**src/rtl/multicycle_control.sv**
```systemverilog
// Main control FSM for the multicycle MIPS datapath.
// Sequences fetch/decode/execute/memory/write-back and drives every datapath enable and select.
module multicycle_control (
  input  logic       clk,
  input  logic       rst_n,
  input  logic [5:0] opcode,
  input  logic       zero,
  input  logic       mem_ready,
  output logic       pc_en,
  output logic       iord,
  output logic       mem_read,
  output logic       mem_write,
  output logic       ir_write,
  output logic       reg_dst,
  output logic       mem_to_reg,
  output logic       reg_write,
  output logic       alu_src_a,
  output logic [1:0] alu_src_b,
  output logic       ext_zero,
  output logic [1:0] pc_source,
  output logic [1:0] alu_op,
  output logic [2:0] i_op,
  output logic       illegal,
  output logic [3:0] state
);

  localparam logic [3:0] S_RESET     = 4'd0;
  localparam logic [3:0] S_FETCH     = 4'd1;
  localparam logic [3:0] S_DECODE    = 4'd2;
  localparam logic [3:0] S_MEM_ADDR  = 4'd3;
  localparam logic [3:0] S_MEM_READ  = 4'd4;
  localparam logic [3:0] S_MEM_WB    = 4'd5;
  localparam logic [3:0] S_MEM_WRITE = 4'd6;
  localparam logic [3:0] S_R_EXEC    = 4'd7;
  localparam logic [3:0] S_R_WB      = 4'd8;
  localparam logic [3:0] S_BRANCH    = 4'd9;
  localparam logic [3:0] S_JUMP      = 4'd10;
  localparam logic [3:0] S_I_EXEC    = 4'd11;
  localparam logic [3:0] S_I_WB      = 4'd12;

  logic [3:0] state_q, state_d;
  logic [2:0] i_op_q, i_op_d;
  logic       is_bne_q, is_bne_d;

  always_ff @(posedge clk or negedge rst_n) begin
    if (!rst_n) begin
      state_q  <= S_RESET;
      i_op_q   <= 3'b000;
      is_bne_q <= 1'b0;
    end else begin
      state_q  <= state_d;
      i_op_q   <= i_op_d;
      is_bne_q <= is_bne_d;
    end
  end

  always_comb begin
    state_d    = state_q;
    i_op_d     = i_op_q;
    is_bne_d   = is_bne_q;
    pc_en      = 1'b0;
    iord       = 1'b0;
    mem_read   = 1'b0;
    mem_write  = 1'b0;
    ir_write   = 1'b0;
    reg_dst    = 1'b0;
    mem_to_reg = 1'b0;
    reg_write  = 1'b0;
    alu_src_a  = 1'b0;
    alu_src_b  = 2'b00;
    ext_zero   = 1'b0;
    pc_source  = 2'b00;
    alu_op     = 2'b00;
    illegal    = 1'b0;

    case (state_q)
      S_RESET: state_d = S_FETCH;
      S_FETCH: begin
        mem_read  = 1'b1;
        alu_src_b = 2'b01;
        // IR and PC load only in the cycle the instruction word arrives
        ir_write  = mem_ready;
        pc_en     = mem_ready;
        if (mem_ready) state_d = S_FETCH + 4'd1;
      end
      S_DECODE: begin
        alu_src_b = 2'b11;
        i_op_d    = opcode[2:0];
        is_bne_d  = (opcode == 6'b000101);
        casez (opcode)
          6'b000000:             state_d = S_R_EXEC;
          6'b100011, 6'b101011:  state_d = S_MEM_ADDR;
          6'b000100, 6'b000101:  state_d = S_BRANCH;
          6'b000010:             state_d = S_JUMP;
          6'b001???:             state_d = S_I_EXEC;
          default: begin
            state_d = S_FETCH;
            illegal = 1'b1;
          end
        endcase
      end
      S_MEM_ADDR: begin
        alu_src_a = 1'b1;
        alu_src_b = 2'b10;
        state_d   = (opcode == 6'b101011) ? S_MEM_WRITE : S_MEM_READ;
      end
      S_MEM_READ: begin
        iord     = 1'b1;
        mem_read = 1'b1;
        if (mem_ready) state_d = S_MEM_WB;
      end
      S_MEM_WB: begin
        reg_write  = 1'b1;
        mem_to_reg = 1'b1;
        state_d    = S_FETCH;
      end
      S_MEM_WRITE: begin
        iord      = 1'b1;
        mem_write = 1'b1;
        if (mem_ready) state_d = S_FETCH;
      end
      S_R_EXEC: begin
        alu_src_a = 1'b1;
        alu_op    = 2'b10;
        state_d   = S_R_WB;
      end
      S_R_WB: begin
        reg_write = 1'b1;
        reg_dst   = 1'b1;
        state_d   = S_FETCH;
      end
      S_BRANCH: begin
        alu_src_a = 1'b1;
        alu_op    = 2'b01;
        pc_source = 2'b01;
        // bne inverts the sense of the ALU zero flag
        pc_en     = zero ^ is_bne_q;
        state_d   = S_FETCH;
      end
      S_JUMP: begin
        pc_source = 2'b10;
        pc_en     = 1'b1;
        state_d   = S_FETCH;
      end
      S_I_EXEC: begin
        alu_src_a = 1'b1;
        alu_src_b = 2'b10;
        alu_op    = 2'b11;
        // andi/ori/xori take a zero-extended immediate
        ext_zero  = (i_op_q == 3'b100) || (i_op_q == 3'b101) || (i_op_q == 3'b110);
        state_d   = S_I_WB;
      end
      S_I_WB: begin
        reg_write = 1'b1;
        state_d   = S_FETCH;
      end
      default: state_d = S_RESET;
    endcase
  end

  assign i_op  = i_op_q;
  assign state = state_q;

endmodule

```
**config.mk**
```make
export PLATFORM = sky130hd
export DESIGN_NAME = multicycle_control
export DESIGN_NICKNAME = d
export VERILOG_FILES = /design/src/rtl/multicycle_control.sv
export SDC_FILE = /design/constraint.sdc
export NUM_CORES = 1
export LEC_CHECK = 0
export ABC_AREA = 1
export CORE_ASPECT_RATIO = 1.4
export CORE_MARGIN = 2
export CORE_UTILIZATION = 34
export DETAILED_ROUTE_END_ITERATION = 7
export GPL_TIMING_DRIVEN = 0
export PLACE_DENSITY = 0.74
export SYNTH_ARGS = -nofsm -noshare
export SYNTH_HDL_FRONTEND = slang
export SYNTH_SLANG_ARGS = --single-unit
```
**constraint.sdc**
```tcl
create_clock -name clk -period 1.3 [get_ports clk]
set_clock_uncertainty 0.1 [all_clocks]
set_input_delay 0.195 -clock clk [delete_from_list [all_inputs] [get_ports clk]]
set_output_delay 0.195 -clock clk [all_outputs]
set_load 0.05 [all_outputs]
```
# == Word-level counts from Yosys, hierarchy flattened ==
# Cells that the tools add are included.
# classes
eq_ne,24
n_reduce_logical,14
n_mux,21
bitwise,1
# ops
cell,count
$pmux W4 S8,1
$eq A4 B4 Y1 const B,5
$pmux W4 S5,1
$eq A4 B3 Y1 const B,4
$eq A6 B3 Y1 const B,2
$eq A6 B6 Y1 const B,2
$mux W4,3
$pmux W2 S3,2
$mux W1,11
$reduce_or A2 Y1,5
$eq A3 B3 Y1 const B,3
$eq A4 B2 Y1 const B,2
$reduce_or A7 Y1,1
$eq A6 B2 Y1 const B,1
$logic_not A6 Y1,1
$ne A2 B2 Y1 const B,3
$reduce_or A6 Y1,1
$eq A4 B1 Y1 const B,1
$logic_not A4 Y1,1
$pmux W2 S2,1
$reduce_or A4 Y1,1
$eq A3 B1 Y1 const B,1
$pmux W1 S3,1
$reduce_and A3 Y1,1
4 further kinds,5
# word_totals
reg_bits,8
out_inout_bits,24

# == Logic depth before layout (Yosys ltp) ==
# Gate-level depths: netlist of run 1.
# logic_depth
ltp_word,4
depth_mapped,9

# == Least setup slack after synthesis of run 1 ==
# No wires, ideal clock.
# synth_path
path_type,register to output
startpoint,"reg state_q[3], in the netlist state[3]"
endpoint,out pc_en
arrival_ns,2.387
path_stages_with_launch,5
required_time_ns,1.005
path_buffers,0
setup_slack_ns,-1.382
path_cell_list,dfrtp_1 > nand2_1 > nor2_1 > a21oi_1 > o21ai_0
# synth_via
elab_chain_cells,2
elab_cells_between_ends,4
classes_between,eq/ne (3); mux (1)
# synth_rtl
element,line_no,source
from (decl),41,"logic [3:0] state_q, state_d;"
from (signal assigned),51,state_q <= state_d;
$eq A4 B4 Y1 / $eq A4 B1 Y1 (equally long branches),76,case (state_q)
$pmux W1 S3 (*),76,
to (decl),9,"output logic pc_en,"
# Every way passes the cells marked *; elsewhere a longest branch is shown, timed or not.

# == Final worst setup path of run 1 ==
# layout_path
startpoint,"reg state_q[0], in the netlist state[0]"
endpoint,out pc_en
# Same word-level chain as after synthesis.

==> results.toml, run 1 <==
[route]
drtIter0Drc = 7
drc = 0
ant_nets = 0
viasPerCell = 4.98
vias = 871
wire_per_inst_um = 13.5
drt_first_pass_iters = 4
wl_um = 2370

[global_routing]
antenna_found_initial = 0
grt_pass1_vias = 804
grt_max_degree = 11
grt_pass1_wl_um = 3450
grtUsageTotal = 0.232
grt_overflow = 0

[cells_and_area]
layout-drive-gt1-share = 0.561
multi_input_area_um2 = 581
final_nets = 166
design_area_um2 = 1450
mostFrequentLayoutCells = "nand2_1, buf_6, nor2_4, buf_8, buf_4"
mostFrequentLayoutCell = "nand2_1"
n_antenna_cell = 0
seq_area_um2 = 208
fill_cells = 120
syn_to_final_growth_pct = 128

[sta]
grt_setup_unrepaired = "true"
period_minus_slack_ps = 1760
fin_ws_ps = -464
fin_crit_sh = 1.36
fin_tns_setup_ps = -6630
slew_viol_final = 0
tightest_slew_ps = 396
relSlewSlack = 0.735
hold_viol_final = 0
setup_violations = 21
hold_ws_ps = 129
max_freq_mhz = 567

[power_and_ir_drop]
clockPowerShare = 0.057
p_int_uw = 1600
p_comb_frac = 0.801
leakage_uw = 0.000706
power_frac_seq = 0.142
netSwitchingPower_uw = 2100
p_per_area_nw_per_um2 = 2560
ir_drop_v = 0.00172
power.share.switching = 0.568

[clock_network]
cts.sinks = 8
htreeDepth = 1
cts_buffer_depth = 2
cts-hold-fix-buffers = 0
root_buffer = "clkbuf_4"
cts_inserted_buffers = 3
clock_latency_ps = 250
cts_tree = "built"
clk_pin_slew_worst_paths_ps = 70

[floorplan]
die-area_um2 = 2240
initial_utilization = 0.362
io_pins = 34
die_h_um = 55.2
core_um2 = 1760
num_rows = 18
die_x_um = 40.5

[min_path]
hp-class = "input port to async pin"

[synth]
muxShareOfSynthArea = 0
yosys.area_share.simple = 0.413
ys_seq_elements = 8
syn_nets = 115
syn_inst = 105
syn_area_um2 = 636
synth_compound_area_frac = 0.144
synthXorXnorAreaFrac = 0.0138
yosysSeqAreaShare = 0.315
synthAdderAreaFrac = 0
synth_top_family_by_area = "simple AND/OR/NAND/NOR gates"
ys_warn_count = 0
syn_area_per_cell_um2 = 6.05
ys_types = 20

[place]
hpwl_um = 1600
gp_congestion = 0.916
placed_cell_area_um2 = 1140
io_buffers = 33

[setup_path]
required_ps = 1000
path_class = "flip-flop to output pin"
end_kind = "output pin"
start_kind = "flip-flop"
path_max_fanout = 5
cp_data_arrival_time_ps = 1470

[job]
drv_cap = 0

[run_status]
status = "finished with violations"
violations = "setup timing"
cells by family after synthesis:
family | after synthesis
DFF | 8
AOI/OAI and AO/OA | 16
buffers and inverters | 19
and+or+nand+nor | 61
xor gates and xnor gates | 1
worst paths after layout:
path                            from  endpoint  slack, ps  depth (start not counted)
min reg2reg                  i_op[2]   i_op[2]        410                          2
max reg2reg                 state[0]  state[2]       -250                          9
min in group clk           opcode[0]  is_bne_q        190                          3
min                            rst_n  is_bne_q        130                          1
max in group asynchronous      rst_n  state[3]        650                          1
max                         state[0]     pc_en       -460                          6
critical path, stage by stage (launching register included):
cell     delay, ps
dfrtp_2        490
buf_12         150
nand2_8         60
nor2_4         150
inv_4           80
o21ai_4        120
buf_6          170
what timing repair did:
item / in CTS / in global routing
setup buffers: 10 / 4
resized for setup: 181 / 25
pin swaps: 9 / 10
setup endpoints to repair: 32 / 26
gates cloned: 0 / 0
layout make-up:
cell class	count	area share
Multi-Input combinational cell	78	0.401
Timing Repair Buffer	46	0.349
Inverter	18	0.0623
Sequential cell	8	0.144
Clock buffer	4	0.0182
Tap cell	20	0.0173
Buffer	1	0.00779
synth_stat cells:
cell	n	area, um2
nor2_1	16	60.1
or2_1	1	6.26
nor2_4	1	11.3
dfrtp_1	8	200
a31oi_1	1	6.26
nand2_2	1	6.26
nand4_1	4	25.0
a21oi_1	2	10.0
o21ai_1	2	10.0
o21ai_2	1	8.76
o31ai_1	1	7.51
buf_2	1	5.00
o22ai_1	3	18.8
nand3_1	5	25.0
nand2_1	31	116
xor2_1	1	8.76
inv_1	15	56.3
o21ai_0	6	30.0
nor2_2	2	12.5
inv_2	3	11.3
stage by stage:
| step | total power, uW | util | instances | worst slack, ps |
|---|---|---|---|---|
| after global placement | 2750 | 0.651 | 158 | -1080 |
| after detailed placement | 2780 | 0.651 | 158 | -1110 |
| after floorplan | 2150 | - | 105 | -354 |
| after global routing | 3890 | 0.823 | 175 | -502 |
| after CTS | 3470 | 0.765 | 172 | -471 |
| final | 3700 | 0.823 | 175 | -464 |
metal layers:
metal / share of wire / wire length, um / track usage
met2: 0.61 / 1450 / 0.460
met3: 0.023 / 54 / 0.0160
met5: 0 / 0 / 0
met1: 0.34 / 816 / 0.229
met4: 0.020 / 47 / 0.100
registers in the layout, indices dropped and copies added (netlist names):
register / cells
state: 4
i_op: 3
is_bne_q: 1
power by group through the flow:
stage,Sequential (uW),Combinational [uW],Clock (uW)
final,524,2960,210
after global routing,534,3130,223
after CTS,504,2750,222
after detailed placement,499,2280,0
after global placement,497,2250,0
after floorplan,796,1350,0
No activity file was read; power rests on OpenSTA's default activity.
==> run 2, diff against run 1 <==
--- a/config.mk
+++ b/config.mk
@@ -11,6 +11,7 @@
 export CORE_UTILIZATION = 34
 export DETAILED_ROUTE_END_ITERATION = 7
 export GPL_TIMING_DRIVEN = 0
+export HOLD_SLACK_MARGIN = 0.05
 export PLACE_DENSITY = 0.74
 export SYNTH_ARGS = -nofsm -noshare
 export SYNTH_HDL_FRONTEND = slang
==> results of run 2 <==
No change in the layout: final DEF, timing and power equal those of run 1.
==> run 3, diff against run 2 <==
--- a/config.mk
+++ b/config.mk
@@ -6,13 +6,13 @@
 export NUM_CORES = 1
 export LEC_CHECK = 0
 export ABC_AREA = 1
-export CORE_ASPECT_RATIO = 1.4
 export CORE_MARGIN = 2
 export CORE_UTILIZATION = 34
 export DETAILED_ROUTE_END_ITERATION = 7
 export GPL_TIMING_DRIVEN = 0
 export HOLD_SLACK_MARGIN = 0.05
 export PLACE_DENSITY = 0.74
+export SKIP_CTS_REPAIR_TIMING = 1
 export SYNTH_ARGS = -nofsm -noshare
 export SYNTH_HDL_FRONTEND = slang
 export SYNTH_SLANG_ARGS = --single-unit
==> results.toml, run 3 (synthesized netlist as in run 1, its figures left out) <==
[run_status]
status = "finished with violations"
violations = "setup timing"

[place]
placed_cell_area_um2 = 1150
hpwl_um = 1510
place_ws_ps = -1090
io_buffers = 33
gp_congestion = 0.852

[cells_and_area]
n_antenna_cell = 0
mostFrequentLayoutCell = "nand2_1"
largest_reg_flops = 4
final_nets = 159
syn_to_final_growth_pct = 97.6
layout-drive-gt1-share = 0.520
mostFrequentLayoutCells = "nand2_1, clkbuf_4, nor2_4, inv_1"
design_area_um2 = 1260

[setup_path]
path_class = "flip-flop to output pin"
critPathLaunch = "state[3]"
reg2reg_to = "state[2]"
crit_chain = "nor2_4 -> inv_2 -> nor2_4 -> inv_4 -> o21ai_4 -> buf_6"
path_max_fanout = 7
reg2regPathDepth = 7
required_ps = 1000
end_kind = "output pin"
cpMaxStageDelayCell = "dfrtp_4"
max_stage_delay_ps = 520
reg2reg_slack_ps = -220
worst_path_most_repeated_cell = "nor2_4"
cp_data_arrival_time_ps = 1530
r2r_start = "state[3]"
start_kind = "flip-flop"

[sta]
hold_viol_final = 0
grt_setup_unrepaired = "true"
fin_ws_ps = -526
period_minus_slack_ps = 1830
relSlewSlack = 0.735
max_freq_mhz = 548
slew_viol_final = 0
tightest_slew_ps = 396
setup_violations = 24
fin_crit_sh = 1.40

[global_routing]
grtUsageTotal = 0.197
grt_max_degree = 11
grt_pass1_vias = 713
antenna_found_initial = 0
grt_pass1_wl_um = 3010
grt_overflow = 0

[route]
wl_um = 2110
drtIter0Drc = 6
ant_nets = 0
wire_per_inst_um = 12.2
drc = 0
viasPerCell = 4.82
vias = 834
drt_first_pass_iters = 3

[clock_network]
cts_inserted_buffers = 3
clock_latency_ps = 270
cts_buffer_depth = 2
cts_tree = "built"
clk_pin_slew_worst_paths_ps = 70
htreeDepth = 1
root_buffer = "clkbuf_4"
cts.sinks = 8

[power_and_ir_drop]
p_per_area_nw_per_um2 = 2560
leakage_uw = 0.000624
ir_drop_v = 0.00157
finalPower_uw = 3210

[floorplan]
die_x_um = 47.2
io_pins = 34
die_h_um = 47.2
core_um2 = 1750
num_rows = 15
initial_utilization = 0.364
die-area_um2 = 2230

[job]
drv_cap = 0

[min_path]
hp-class = "input port to async pin"
[run 3: cell count changes in the layout (fill, tap and decap cells not counted), moves of 2 or more]
cell / previous run / this run
clkbuf_4: 3 / 11
buf_6: 13 / 7
buf_8: 11 / 5
buf_2: 4 / 0
clkbuf_2: 0 / 4
nor2_2: 2 / 6
inv_2: 3 / 6
inv_4: 6 / 3
nor2_4: 12 / 9
buf_4: 9 / 7
[run 3: how the worst max path moves through the flow]
stage	endpoint	slack, ps	cells past startpoint
global route	pc_en	-590	6
floorplan	ext_zero	-350	4
CTS	pc_en	-1230	6
detailed placement	illegal	-1090	8
finish	pc_en	-530	6
global placement	illegal	-1090	8
[run 3: report_power, final]
group,total (uW),internal (uW),switching (uW)
combinational,2490,824,1660
sequential,501,358,142
clock,221,118,103
total,3210,1300,1910
[run 3: metrics by stage]
stage | hold WS, ps | std cells | TNS, ps | utilization
global placement | 394 | 163 | -15450 | 0.659
finish | 111 | 173 | -7820 | 0.720
floorplan | -201 | 105 | -4490 | -
global route | 142 | 173 | -9160 | 0.720
CTS | 122 | 167 | -22270 | 0.674
detailed placement | 396 | 163 | -15640 | 0.659
[run 3: worst max-delay path: cells and delay by family (launching register included)]
kind / cells / cell delay (ps)
flops: 1 / 520
buf+inv: 3 / 320
simple gates: 2 / 270
compound gates: 1 / 150
[run 3: area by class of cell]
cell class                      instances  area [um2]
Multi-Input combinational cell         78         534
Fill cell                             135         489
Timing Repair Buffer                   39         367
Sequential cell                         8         208
Inverter                               18        75.1
Tap cell                               25        31.3
Clock buffer                            4        26.3
Buffer                                  1        15.0
[run 3: layer usage]
layer / track usage / wire [um] / vias up / part of all wire
li1: - / - / 425 / -
met1: 0.211 / 831 / 377 / 0.39
met2: 0.332 / 1130 / 26 / 0.54
met3: 0.0846 / 105 / 6 / 0.050
met4: 0.0889 / 40 / 0 / 0.019
met5: 0 / 0 / - / 0
